==> src/rtl/alu_bit_serial_seq.sv <==
// Bit-serial sequencer around an external 1-bit ALU: feeds operands LSB-first,
// chains carry/borrow between bits and assembles a WIDTH-bit result.
module alu_bit_serial_seq #(
  parameter int unsigned WIDTH = 8
) (
  input  logic             clk,
  input  logic             rst,
  input  logic             start,
  input  logic [2:0]       op,
  input  logic [WIDTH-1:0] a,
  input  logic [WIDTH-1:0] b,
  output logic             busy,
  output logic             done,
  output logic [WIDTH-1:0] result,
  output logic             flag,
  output logic             zero,
  output logic             alu_a0,
  output logic             alu_b0,
  output logic             alu_c_in,
  output logic             alu_b_in,
  output logic [2:0]       alu_sel,
  input  logic             alu_y,
  input  logic             alu_c_out,
  input  logic             alu_b_out
);

  localparam int unsigned CNT_W  = (WIDTH > 2) ? $clog2(WIDTH) : 1;
  localparam logic [2:0]  OP_ADD = 3'b000;
  localparam logic [2:0]  OP_SUB = 3'b001;

  typedef enum logic [1:0] {
    S_IDLE = 2'd0,
    S_RUN  = 2'd1,
    S_DONE = 2'd2
  } state_t;

  state_t             state_q, state_d;
  logic [WIDTH-1:0]   a_q, a_d;
  logic [WIDTH-1:0]   b_q, b_d;
  logic [2:0]         op_q, op_d;
  logic               chain_q, chain_d;
  logic [CNT_W-1:0]   cnt_q, cnt_d;
  logic [WIDTH-1:0]   result_q, result_d;
  logic               flag_q, flag_d;
  logic               zero_q, zero_d;
  logic               busy_q, busy_d;
  logic               done_q, done_d;

  // State and datapath registers, cleared asynchronously on rst
  always_ff @(posedge clk or posedge rst) begin
    if (rst) begin
      state_q  <= S_IDLE;
      a_q      <= '0;
      b_q      <= '0;
      op_q     <= '0;
      chain_q  <= 1'b0;
      cnt_q    <= '0;
      result_q <= '0;
      flag_q   <= 1'b0;
      zero_q   <= 1'b0;
      busy_q   <= 1'b0;
      done_q   <= 1'b0;
    end else begin
      state_q  <= state_d;
      a_q      <= a_d;
      b_q      <= b_d;
      op_q     <= op_d;
      chain_q  <= chain_d;
      cnt_q    <= cnt_d;
      result_q <= result_d;
      flag_q   <= flag_d;
      zero_q   <= zero_d;
      busy_q   <= busy_d;
      done_q   <= done_d;
    end
  end

  // Next-state and registered-output logic
  always_comb begin
    state_d  = state_q;
    a_d      = a_q;
    b_d      = b_q;
    op_d     = op_q;
    chain_d  = chain_q;
    cnt_d    = cnt_q;
    result_d = result_q;
    flag_d   = flag_q;
    zero_d   = zero_q;
    busy_d   = busy_q;
    done_d   = 1'b0;

    case (state_q)
      S_IDLE: begin
        if (start) begin
          state_d  = S_RUN;
          a_d      = a;
          b_d      = b;
          op_d     = op;
          chain_d  = 1'b0;
          cnt_d    = '0;
          result_d = '0;
          flag_d   = 1'b0;
          zero_d   = 1'b0;
          busy_d   = 1'b1;
        end
      end
      S_RUN: begin
        a_d      = a_q >> 1;
        b_d      = b_q >> 1;
        result_d = {alu_y, result_q[WIDTH-1:1]};
        if (op_q == OP_ADD) begin
          chain_d = alu_c_out;
        end else if (op_q == OP_SUB) begin
          chain_d = alu_b_out;
        end else begin
          chain_d = 1'b0;
        end
        cnt_d = cnt_q + CNT_W'(1);
        if (cnt_q == CNT_W'(WIDTH - 1)) begin
          state_d = S_DONE;
          busy_d  = 1'b0;
          done_d  = 1'b1;
          flag_d  = chain_d;
          zero_d  = (result_d == '0);
        end
      end
      S_DONE: begin
        state_d = S_IDLE;
      end
      default: begin
        state_d = S_IDLE;
      end
    endcase
  end

  // ALU drive: decoded from registered state, forced to 0 outside RUN
  always_comb begin
    alu_a0   = 1'b0;
    alu_b0   = 1'b0;
    alu_c_in = 1'b0;
    alu_b_in = 1'b0;
    alu_sel  = 3'b000;
    if (state_q == S_RUN) begin
      alu_a0  = a_q[0];
      alu_b0  = b_q[0];
      alu_sel = op_q;
      if (op_q == OP_ADD) begin
        alu_c_in = chain_q;
      end else if (op_q == OP_SUB) begin
        // the ALU's difference term reads c_in, so the borrow goes on both pins
        alu_c_in = chain_q;
        alu_b_in = chain_q;
      end
    end
  end

  assign busy   = busy_q;
  assign done   = done_q;
  assign result = result_q;
  assign flag   = flag_q;
  assign zero   = zero_q;

endmodule

==> config.mk <==
export PLATFORM = sky130hd
export DESIGN_NAME = alu_bit_serial_seq
export DESIGN_NICKNAME = d
export VERILOG_FILES = /design/src/rtl/alu_bit_serial_seq.sv
export SDC_FILE = /design/constraint.sdc
export NUM_CORES = 1
export LEC_CHECK = 0
export CAP_MARGIN = 15
export CORE_MARGIN = 8
export CORE_UTILIZATION = 50
export DETAILED_ROUTE_END_ITERATION = 8
export PLACE_DENSITY = 0.87
export SETUP_SLACK_MARGIN = 0.5
export SLEW_MARGIN = 20
export SYNTH_ARGS = -nofsm -noshare
export SYNTH_HDL_FRONTEND = slang
export SYNTH_SLANG_ARGS = --single-unit
==> constraint.sdc <==
create_clock -name clk -period 2.5 [get_ports clk]
set_input_delay 0.5 -clock clk [delete_from_list [all_inputs] [get_ports clk]]
set_output_delay 0.5 -clock clk [all_outputs]
set_load 0.01 [all_outputs]
==> impl_metrics.yaml <==
floorplan:
  die_h_um: 73.3
  fp.dieW_um: 73.3
  start_util: 0.505
  design.core.area_um2: 3260
  rows: 21
  dieArea_um2: 5380
  ios: 44
worst_setup_path:
  start_kind: "flop"
  crit_arrival_ps: 1480
  r2r_start: "state_q[1]$_DFFE_PP0P_"
  regToRegSetupSlack_ps: 940
  end_kind: "output pin"
  reg2reg_depth: 5
  cp_max_fo: 4
  r2r-end: "flag$_DFFE_PP0P_"
  crit_required_ps: 2000
  critPathKind: "flop to output pin"
global_route:
  grt_pass1_wl_um: 6790
  grt_pass1_vias: 1474
  grt_usage: 0.162
  antenna_found_initial: 0
  gr-total-overflow: 0
  grt_max_degree: 38
hold_path:
  whs_endpoint: "chain_q$_DFFE_PP0P_"
  min_from: "chain_q$_DFFE_PP0P_"
  hold_class: "flop to flop"
  hold_depth: 1
cells_and_area:
  final_cell_mix: "clkdlybuf4s50_1, dfrtp_1, nand2_1"
  layout-drive-gt1-share: 0.167
  diodes: 0
  finish.instance_area_um2: 2220
  instances_no_fill: 261
  areaGrowthSynthToFinish_pct: 34.9
  layout.nets: 241
  fillers: 270
  fin_util: 0.680
  final_common_cell: "clkdlybuf4s50_1"
pwr:
  ir_drop_v: 0.000688
  fin_total_pwr_mw: 2.50
  power_density_nw_per_um2: 1130
  p_leak_nw: 1.01
routing:
  ant_nets: 0
  dr_total_vias: 1375
  avgViaCountPerCell: 5.27
  wl_um: 3860
  drc: 0
  dr.pass1.iters: 4
  routedWlPerCell_um: 14.8
  drt_iter0_drc: 80
cts:
  clk_pin_slew_ps: 100
  cts_max_level: 2
  cts_tree: "done"
  numCtsBuffers: 5
  clock_latency_ps: 330
  cts_sinks: 37
  root_buffer: "clkbuf_4"
  clockBufferDepth: 2
place:
  dp_hpwl_um: 2750
  gp_congestion: 0.725
  numPortBuffers: 43
  place_area_um2: 2110
  dp.cells: 244
  pre_cts_ws_ps: 300
yosys:
  synth_fp_nets: 187
  ys_ff_latch: 37
  yosysSeqAreaShare: 0.563
  post_synth_num_cell_types: 26
  syn_inst: 160
  avgSynthCellArea_um2: 10.3
  synth_area_um2: 1640
  yosys_warnings: 0
sta:
  rsz0062_at_grt: "true"
  finalCriticalPeriod_ps: 1980
  skew_ps: 6.98
  whs_ps: 504
  post-route-period-util: 0.793
  tightest_slew_ps: 445
  fin_ws_ps: 517
  setup_viol: 0
  hold_viol_final: 0
  slew_violations: 0
  slew_headroom: 0.703
  fmax_mhz: 504
  fin_setup_tns_ps: 0
job:
  cap_violations: 0
status:
  status: "finished clean"
==> logic make-up (layout without fill, tap and decap cells) <==
| family | Yosys count | in the layout | share of synthesized area |
|---|---|---|---|
| fa+ha+maj | 2 | 2 | 0.0152 |
| compound gates | 36 | 36 | 0.150 |
| buf+inv | 13 | 68 | 0.0457 |
| flops | 37 | 37 | 0.563 |
| mux | 6 | 6 | 0.0396 |
| simple gates | 66 | 66 | 0.186 |
==> layer usage <==
metal	wire length, um	part of all wire	vias to the layer above	global-route usage
met2	1800	0.47	51	0.261
met4	57	0.015	0	0.0621
met3	331	0.086	4	0.0641
met5	0	0	-	0
met1	1670	0.43	662	0.190
li1	-	-	658	-
==> final cells by class <==
class	instances	area, um2	share of cell area
clock buffers	8	48.8	0.0220
inverters	2	7.51	0.00339
multi-input cells	110	659	0.297
flip-flops and latches	37	928	0.419
well taps	46	57.6	0.0260
repair buffers	58	515	0.233
==> power breakdown <==
| part | total, mW | internal (mW) | switching, mW |
|---|---|---|---|
| registers | 1.06 | 0.863 | 0.193 |
| clock network | 0.288 | 0.112 | 0.176 |
| logic | 1.16 | 0.623 | 0.537 |
| total | 2.50 | 1.60 | 0.905 |
==> what timing repair did <==
action / CTS / global route
setup endpoints to repair: 7 / 4
hold buffers: 0 / 0
cloned: 0 / 0
buffers inserted: 7 / 2
pin swaps: 2 / 2
gates resized for setup: 18 / 6
==> state kept, by name, summed over array words and instances, names as in the netlist, 2 cells and up <==
register / cells
a_q: 8
b_q: 8
state_q: 2
cnt_q: 3
op_q: 3
result: 8
==> worst max-delay path, stage by stage (launching register included) <==
cell	delay [ps]
dfrtp_2	460
nand2b_4	160
nor4b_4	230
and2_1	160
buf_2	130
==> synth_stat cells <==
cell type	n	area (um2)
buf_2	6	30.0
a22o_1	8	70.1
nor4b_2	1	15.0
nor2b_1	4	25.0
a21o_1	1	7.51
dfrtp_1	37	926
a21oi_1	3	15.0
or4_1	2	15.0
clkbuf_1	2	7.51
buf_6	2	22.5
nand2b_1	1	6.26
and2_1	6	37.5
o21ai_0	6	30.0
mux2i_1	2	20.0
a22o_2	2	20.0
o21bai_1	1	7.51
buf_4	1	7.51
inv_1	2	7.51
mux2_2	4	45.0
a31oi_1	14	87.6
o41ai_1	1	8.76
nor4_1	1	6.26
nand2_1	31	116
nand2b_4	1	13.8
ha_1	2	25.0
nor2_1	19	71.3
==> worst max-delay path by stage <==
stage               slack [ps]    endpoint                   start  cells after the start
finish                     520    alu_b_in  state_q[1]$_DFFE_PP0P_                      4
global route               430    alu_b_in  state_q[1]$_DFFE_PP0P_                      4
CTS                        400  alu_sel[1]  state_q[0]$_DFFE_PP0P_                      5
detailed placement         300  alu_sel[1]  state_q[0]$_DFFE_PP0P_                      3
global placement           310  alu_sel[0]  state_q[0]$_DFFE_PP0P_                      3
floorplan                  710    alu_b_in  state_q[1]$_DFFE_PP0P_                      5
No activity file was read; power rests on OpenSTA's default activity.
